$ cat src/rtl/pipeline_pkg.sv
// pipeline_pkg
// Shared definitions for the pipeline hazard control area.
//   state_t  : hazard controller state encoding (RUN, MEM_WAIT, ABORT)
//   REG_ZERO : architectural register that is hard-wired to zero
//   load_use_hit() : decode-stage dependency on an in-flight load
package pipeline_pkg;

    typedef enum logic [1:0] {
        RUN      = 2'd0,
        MEM_WAIT = 2'd1,
        ABORT    = 2'd2
    } state_t;

    localparam logic [4:0] REG_ZERO = 5'd0;

    // A load into r0 never produces a value, so it can never cause a stall.
    function automatic logic load_use_hit(
        input logic       mem_read,
        input logic [4:0] load_rt,
        input logic [4:0] dec_rs,
        input logic [4:0] dec_rt
    );
        return mem_read && (load_rt != REG_ZERO) &&
               ((load_rt == dec_rs) || (load_rt == dec_rt));
    endfunction

endpackage

$ cat src/rtl/sat_counter.sv
// sat_counter
// Event counter that sticks at all-ones instead of wrapping.
//   clk   : clock
//   reset : synchronous active-high clear
//   inc   : count one event this cycle
//   count : current count
module sat_counter #(
    parameter int W = 16
) (
    input  logic         clk,
    input  logic         reset,
    input  logic         inc,
    output logic [W-1:0] count
);

    always_ff @(posedge clk) begin
        if (reset) begin
            count <= '0;
        end else if (inc && (count != '1)) begin
            count <= count + W'(1);
        end
    end

endmodule

$ cat src/rtl/hazard_stall_controller.sv
// hazard_stall_controller
// Drives PC / pipeline-register write enables and bubble controls for
// load-use stalls, taken-branch flushes and variable-latency memory waits,
// and counts stall and flush cycles.
//   clk, reset                      : clock, synchronous active-high reset
//   IF_ID_reg_rs, IF_ID_reg_rt      : decode-stage source registers
//   ID_EX_reg_rt, ID_EX_memRead     : load in execute and its destination
//   EX_branch_taken                 : branch resolved taken in execute
//   MEM_access, mem_ready           : data-memory access and completion
//   PC_write .. MEM_WB_write        : register write enables
//   IF_ID_flush .. MEM_WB_flush     : load a bubble on the next edge
//   mem_error                       : sticky memory-timeout flag
//   stall_count, flush_count        : saturating event counters
//
// state    | meaning
// ---------+---------------------------------------------------------
// RUN      | normal decode of branch / load-use / memory-wait hazards
// MEM_WAIT | pipeline frozen waiting for mem_ready, timeout counting
// ABORT    | one-cycle full flush after a memory timeout
module hazard_stall_controller
    import pipeline_pkg::*;
#(
    parameter int MEM_TIMEOUT = 64,
    parameter int CNT_W       = 16
) (
    input  logic             clk,
    input  logic             reset,
    input  logic [4:0]       IF_ID_reg_rs,
    input  logic [4:0]       IF_ID_reg_rt,
    input  logic [4:0]       ID_EX_reg_rt,
    input  logic             ID_EX_memRead,
    input  logic             EX_branch_taken,
    input  logic             MEM_access,
    input  logic             mem_ready,
    output logic             PC_write,
    output logic             IF_ID_write,
    output logic             ID_EX_write,
    output logic             EX_MEM_write,
    output logic             MEM_WB_write,
    output logic             IF_ID_flush,
    output logic             ID_EX_flush,
    output logic             MEM_WB_flush,
    output logic             mem_error,
    output logic [CNT_W-1:0] stall_count,
    output logic [CNT_W-1:0] flush_count
);

    localparam int TW = $clog2(MEM_TIMEOUT + 1);

    state_t          state_q, state_d;
    logic [TW-1:0]   tcnt_q, tcnt_d;
    logic            mem_error_d;
    logic            load_use;

    assign load_use = load_use_hit(ID_EX_memRead, ID_EX_reg_rt,
                                   IF_ID_reg_rs, IF_ID_reg_rt);

    always_ff @(posedge clk) begin
        if (reset) begin
            state_q   <= RUN;
            tcnt_q    <= '0;
            mem_error <= 1'b0;
        end else begin
            state_q   <= state_d;
            tcnt_q    <= tcnt_d;
            mem_error <= mem_error_d;
        end
    end

    always_comb begin
        PC_write     = 1'b1;
        IF_ID_write  = 1'b1;
        ID_EX_write  = 1'b1;
        EX_MEM_write = 1'b1;
        MEM_WB_write = 1'b1;
        IF_ID_flush  = 1'b0;
        ID_EX_flush  = 1'b0;
        MEM_WB_flush = 1'b0;
        state_d      = state_q;
        tcnt_d       = tcnt_q;
        mem_error_d  = mem_error;

        if (reset) begin
            // Fill every stage with bubbles while held in reset.
            IF_ID_flush  = 1'b1;
            ID_EX_flush  = 1'b1;
            MEM_WB_flush = 1'b1;
        end else begin
            unique case (state_q)
                RUN: begin
                    if (MEM_access && !mem_ready) begin
                        PC_write     = 1'b0;
                        IF_ID_write  = 1'b0;
                        ID_EX_write  = 1'b0;
                        EX_MEM_write = 1'b0;
                        MEM_WB_flush = 1'b1;
                        state_d      = MEM_WAIT;
                        tcnt_d       = TW'(1);
                    end else if (EX_branch_taken) begin
                        IF_ID_flush = 1'b1;
                        ID_EX_flush = 1'b1;
                    end else if (load_use) begin
                        PC_write    = 1'b0;
                        IF_ID_write = 1'b0;
                        ID_EX_flush = 1'b1;
                    end
                end
                MEM_WAIT: begin
                    // mem_ready beats the timeout when both land together.
                    if (mem_ready) begin
                        state_d = RUN;
                        tcnt_d  = '0;
                    end else begin
                        PC_write     = 1'b0;
                        IF_ID_write  = 1'b0;
                        ID_EX_write  = 1'b0;
                        EX_MEM_write = 1'b0;
                        MEM_WB_flush = 1'b1;
                        if (tcnt_q == TW'(MEM_TIMEOUT)) begin
                            state_d = ABORT;
                        end else begin
                            tcnt_d = tcnt_q + TW'(1);
                        end
                    end
                end
                ABORT: begin
                    IF_ID_flush  = 1'b1;
                    ID_EX_flush  = 1'b1;
                    MEM_WB_flush = 1'b1;
                    mem_error_d  = 1'b1;
                    state_d      = RUN;
                    tcnt_d       = '0;
                end
                default: begin
                    state_d = RUN;
                    tcnt_d  = '0;
                end
            endcase
        end
    end

    sat_counter #(.W(CNT_W)) u_stall_cnt (
        .clk   (clk),
        .reset (reset),
        .inc   (~PC_write),
        .count (stall_count)
    );

    sat_counter #(.W(CNT_W)) u_flush_cnt (
        .clk   (clk),
        .reset (reset),
        .inc   (IF_ID_flush | ID_EX_flush),
        .count (flush_count)
    );

endmodule

$ cat config.mk
export PLATFORM = sky130hd
export DESIGN_NAME = hazard_stall_controller
export DESIGN_NICKNAME = d
export VERILOG_FILES = /design/src/rtl/pipeline_pkg.sv /design/src/rtl/sat_counter.sv /design/src/rtl/hazard_stall_controller.sv
export SDC_FILE = /design/constraint.sdc
export NUM_CORES = 1
export LEC_CHECK = 0
export BUFFER_PORTS_ARGS = -buffer_cell sky130_fd_sc_hd__clkbuf_2
export CAP_MARGIN = 20
export CORE_MARGIN = 4
export CORE_UTILIZATION = 27
export DETAILED_ROUTE_END_ITERATION = 7
export GPL_ROUTABILITY_DRIVEN = 0
export GPL_TIMING_DRIVEN = 0
export HOLD_SLACK_MARGIN = 0.03
export SLEW_MARGIN = 25
export SYNTH_ARGS = -nofsm -noshare
export SYNTH_HDL_FRONTEND = slang
export SYNTH_HIERARCHICAL = 1
export SYNTH_SLANG_ARGS = --single-unit
$ cat constraint.sdc
create_clock -name clk -period 2.5 [get_ports clk]
set_input_delay 0.125 -clock clk [delete_from_list [all_inputs] [get_ports clk]]
set_output_delay 0.125 -clock clk [all_outputs]
set_load 0.05 [all_outputs]
# Word level (Yosys, flattened, before mapping)
# Index checks and enable logic that the tools add are counted.
word_totals:
  ff_bits: 42
  inputBits: 21
  output_inout_bits: 41
  elab_cells: 61
classes:
  n_addsub: 3
  n_eq_ne: 10
  n_mux: 30
  bitwise: 2
  n_reduce_logical: 11
ops:
  columns: ["operator", "n"]
  rows:
  - ["$add A16 B1 Y16 const B", 2]
  - ["$ne A16 B16 Y1 const B", 2]
  - ["$mux W7", 3]
  - ["$mux W1", 17]
  - ["$pmux W7 S2", 1]
  - ["$eq A5 B5 Y1", 2]
  - ["$pmux W1 S2", 4]
  - ["$add A7 B1 Y7 const B", 1]
  - ["$eq A7 B7 Y1 const B", 1]
  - ["$mux W2", 3]
  - ["$ne A3 B3 Y1 const B", 2]
  - ["$logic_and A1 B1 Y1", 5]
  - ["$reduce_bool A5 Y1", 1]
  - ["$pmux W2 S2", 1]
  - ["$reduce_and A2 Y1", 2]
  - ["$pmux W1 S3", 1]
  - ["$eq A2 B1 Y1 const B", 1]
  - ["$eq A2 B2 Y1 const B", 1]
  - ["$logic_not A2 Y1", 1]
  - ["$ne A2 B2 Y1 const B", 1]
  - ["$logic_not A1 Y1", 1]
  - ["$logic_or A1 B1 Y1", 1]
  - ["$not A1 Y1", 1]
  - ["$or A1 B1 Y1", 1]

# Logic depth before layout (Yosys ltp)
logic_depth:
  word_depth: 10
  mapped_depth: 9

# Hierarchy
# Netlist, hierarchy kept.
by_module_without_submodules:
  columns: ["module", "instances", "cells_each", "area_each_um2", "seq_area_each_um2"]
  rows:
  - ["sat_counter", 2, 99, 848.3, 320.3]
  - ["hazard_stall_controller", 1, 89, 718.2, 200.2]

# Worst setup path after synthesis
# OpenSTA, ideal clock, no wires.
synth_path:
  path_type: "register to register"
  startpoint: "register state_q[0]"
  endpoint: "register u_flush_cnt.count[7]"
  t_arrival_ns: 1.953
  required_time_ns: 2.430
  setup_slack_ns: 0.476
  stages_incl_launch_ff: 9
  synth_period_minus_slack_ns: 2.024
  path_cell_list: "dfxtp_1 > nor2_1 > o21ai_4 > nor3_1 > a2111o_1 > nand2_1 > clkbuf_1 > or4_1 > a21oi_1"
synth_between:
  elab_chain_len: 5
synth_rtl:
  columns: ["element", "line_no", "text"]
  rows:
  - ["start: declaration", "hazard_stall_controller.sv:50", "state_t state_q, state_d;"]
  - ["start signal: assignment", "hazard_stall_controller.sv:64", "state_q <= state_d;"]
  - ["$eq A2 B2 Y1 / $logic_not A2 Y1 (equally long branches)", "hazard_stall_controller.sv:89", "unique case (state_q)"]
  - ["$pmux W1 S2", "hazard_stall_controller.sv:89", null]
  - ["$mux W1", "hazard_stall_controller.sv:83", "if (reset) begin"]
  - ["$or A1 B1 Y1 *", "hazard_stall_controller.sv:152", ".inc (IF_ID_flush | ID_EX_flush),"]
  - ["$logic_and A1 B1 Y1 *", "sat_counter.sv:19", "end else if (inc && (count != '1)) begin"]
  - ["end signal: assignment", "sat_counter.sv:20", "count <= count + W'(1);"]
  - ["end: declaration", "sat_counter.sv:13", "output logic [W-1:0] count"]
# Every way passes the cells marked *; elsewhere a longest branch is shown, timed or not.
# A chain may end at the register's enable or synchronous reset.

# Worst setup path after layout
# Ends and elaborated chain as after synthesis.

==> results.yml <==
routing:
  ant_nets: 0
  vias: 2348
  dr.pass1.iters: 4
  drtIter0Drc: 71
  routed_wl_um: 5980
  avgRoutedWirePerCell_um: 12.9
  drcViolationCount: 0
  avgViaCountPerCell: 5.07
synth:
  synth-edff-count: 0
  seq_area_frac_synth_pct: 34.8
  synthArstFlopShare_pct: 0
  syn_nets: 312
  netlist_instances: 287
  synth_warnings: 6
  syn_avg_cell_area_um2: 8.41
  yosys_most_used_dff: "dfxtp_1"
  synth_seq_cells: 42
  syn_area_um2: 2410
  yosysTopAreaCell: "dfxtp_1"
  yosys-top-cells-area: "dfxtp_1 35%, xor2_1 5.1%, a21oi_1 4.4%"
  ys_types: 47
  synthDominantCellAreaShare_pct: 34.8
finish:
  design_area_um2: 2960
  area_delta_synth_final_pct: 22.7
  final_cells: 463
  diodes: 0
  finalNetCount: 379
  layout-drive-gt1-share_pct: 24.2
power_and_ir_drop:
  ir_worst_vdd_mv: 0.215
  powerDensity_nw_per_um2: 466
  power_frac_clock_pct: 36.8
  p_leak_nw: 1.12
  intPower_mw: 1.01
  switchingPower_mw: 0.367
  seqPwrFrac_pct: 49.9
  switching_share_pct: 26.6
  comb_power_share_pct: 13.3
cts:
  cts.clk_slew.worst_paths_ns: 0.08
  clk_latency_ns: 0.29
  ctsHoldBuffers: 0
  cts_sinks: 42
  cts_buffer_depth: 2
  cts_buffers: 5
  h-tree-depth: 2
  cts-root-buf: "clkbuf_8"
  cts_tree: "done"
run_status:
  status: "completed"
placed_design:
  portBuffers: 59
  dp_hpwl_um: 4590
  postPlaceCellArea_um2: 2850
  placed_cells: 454
sta:
  finalSetupTns_ns: 0
  min_period_over_period_pct: 92.2
  hold_viol: 0
  maxSlewViolCount: 0
  min_period_ns: 2.30
  tightest_slew_ns: 0.647
  rsz0062_at_grt: "no"
  setup_viol: 0
  fmax_mhz: 434
  fin_skew_ns: 0.00634
  max_slew_margin_pct: 56.3
  hold_ws_ns: 0.170
critical_path:
  critPathRequiredTime_ns: 2.73
  crit_type: "reg -> reg"
  cp_max_fo: 10
  worstSetupStartpointType: "flip-flop"
  crit_arrival_ns: 2.53
  cp-end-kind: "flip-flop"
grt:
  grt_start_max_net_pins: 13
  antenna_found_initial: 0
  grt_pass1_wl_um: 9970
  grtUsageTotal_pct: 11.7
  grt_pass1_vias: 2105
  grt-ovfl-total: 0
floorplanning:
  die_w_um: 103
  ios: 62
  coreArea_um2: 8720
  rows: 34
  die_h_um: 103
  initial_core_util_pct: 27.7
  die_area_um2: 10500
hold_path:
  hold_path.class: "in -> reg"
flow_run:
  drv_cap: 0
placed cells by master (no fill, tap or decap), types with 2 or more instances in the layout:
cell type / instances
nor3_1: 12
ha_1: 4
nand3_1: 16
buf_1: 2
nand2_2: 2
mux2i_1: 2
nor2b_1: 5
dfxtp_1: 42
mux2_2: 2
nor4_4: 2
nand2_1: 18
clkbuf_1: 5
nand4_1: 10
nand3b_1: 2
and4_1: 6
nand4_4: 2
nor4_1: 4
a21oi_1: 21
xor2_1: 14
nor4bb_1: 2
o21ai_0: 9
and3_1: 2
buf_4: 4
o21a_1: 3
xnor2_1: 5
o311ai_0: 2
clkbuf_8: 8
or4_1: 14
o31ai_1: 14
clkbuf_2: 59
a2111o_1: 2
or3_1: 6
o41ai_1: 2
inv_1: 10
buf_2: 2
nor2_1: 27
timing repair:
| action | CTS | global route |
|---|---|---|
| setup buffers | 0 | 1 |
| resized for setup | 0 | 1 |
| endpoints found under the setup margin | 0 | 7 |
state kept, by name, summed over array words and instances (netlist names):
register and cells:
u_stall_cnt/count 16, u_flush_cnt/count 16, state_q 2, tcnt_q 7, mem_error 1
final timing paths:
path	start	end	slack (ns)	depth (start not counted)
setup / recovery	state_q[0]$_SDFFE_PP0P_	u_flush_cnt/count[7]$_SDFFE_PP0P_	0.20	8
hold / removal	reset	mem_error$_SDFFE_PP0P_	0.17	2
setup reg to reg	state_q[0]$_SDFFE_PP0P_	u_flush_cnt/count[7]$_SDFFE_PP0P_	0.20	8
hold reg to reg	mem_error$_SDFFE_PP0P_	mem_error$_SDFFE_PP0P_	0.50	2
layer usage:
metal / global-route usage, % / vias to the layer above / share of wire, %
met4: 3.33 / 0 / 0.95
met3: 2.84 / 7 / 4.5
met2: 18.9 / 44 / 47
met5: 0 / - / 0
li1: - / 1212 / -
met1: 15.6 / 1085 / 47
critical path, cell delays in order, from the launching register on:
cell and delay [ns]:
dfxtp_1 0.37, nor2_1 0.24, o21ai_4 0.15, nor3_1 0.26, a2111o_1 0.23, nand2_1 0.10, clkbuf_1 0.22, or4_1 0.52
a21oi_1 0.15
synth_stat cells (3+ instances only):
| library cell | instances |
|---|---|
| nand2_1 | 18 |
| o21ai_0 | 9 |
| xnor2_1 | 5 |
| buf_4 | 3 |
| nor3_1 | 12 |
| o21a_1 | 3 |
| nor4_1 | 4 |
| clkbuf_1 | 5 |
| ha_1 | 4 |
| o31ai_1 | 14 |
| dfxtp_1 | 42 |
| a21oi_1 | 21 |
| and4_1 | 6 |
| nand3_1 | 16 |
| nand4_1 | 10 |
| or3_1 | 6 |
| xor2_1 | 14 |
| nor2_1 | 27 |
| nor2b_1 | 5 |
| or4_1 | 14 |
| inv_1 | 10 |
cells by family (layout without fill, tap and decap cells):
kind of cell | Yosys count | in the layout | share of synthesized area [%]
and+or+nand+nor | 135 | 135 | 33.7
AOI/OAI and AO/OA | 60 | 60 | 16.6
DFF | 42 | 42 | 34.8
buffers and inverters | 22 | 90 | 3.99
xor gates and xnor gates | 19 | 19 | 6.89
adders and majority gates | 4 | 4 | 2.07
muxes | 4 | 4 | 1.76
other | 1 | 1 | 0.155
final cells by class:
type	instances	area, um2
timing repair buffer	60	303
inverter	10	37.5
fill	931	5760
tap	108	135
multi-input combinational	223	1480
buffer	12	58.8
sequential	42	841
clock buffer	8	110
power groups by stage:
stage,Sequential [mW],Clock [mW],Combinational (mW)
after floorplan,0.722,0,0.109
after CTS,0.689,0.533,0.183
after global routing,0.692,0.563,0.201
after detailed placement,0.705,0,0.183
after global placement,0.704,0,0.181
final,0.689,0.508,0.184
metrics by stage:
stage / power (mW) / utilization (%) / setup slack, ns
after global routing: 1.46 / 34.0 / 0.00212
after floorplan: 0.831 / - / 0.476
final: 1.38 / 34.0 / 0.195
after detailed placement: 0.888 / 32.6 / -0.0810
after global placement: 0.886 / 32.6 / -0.0543
after CTS: 1.41 / 33.9 / 0.115
Note: power is estimated with default switching activity, not from simulation.
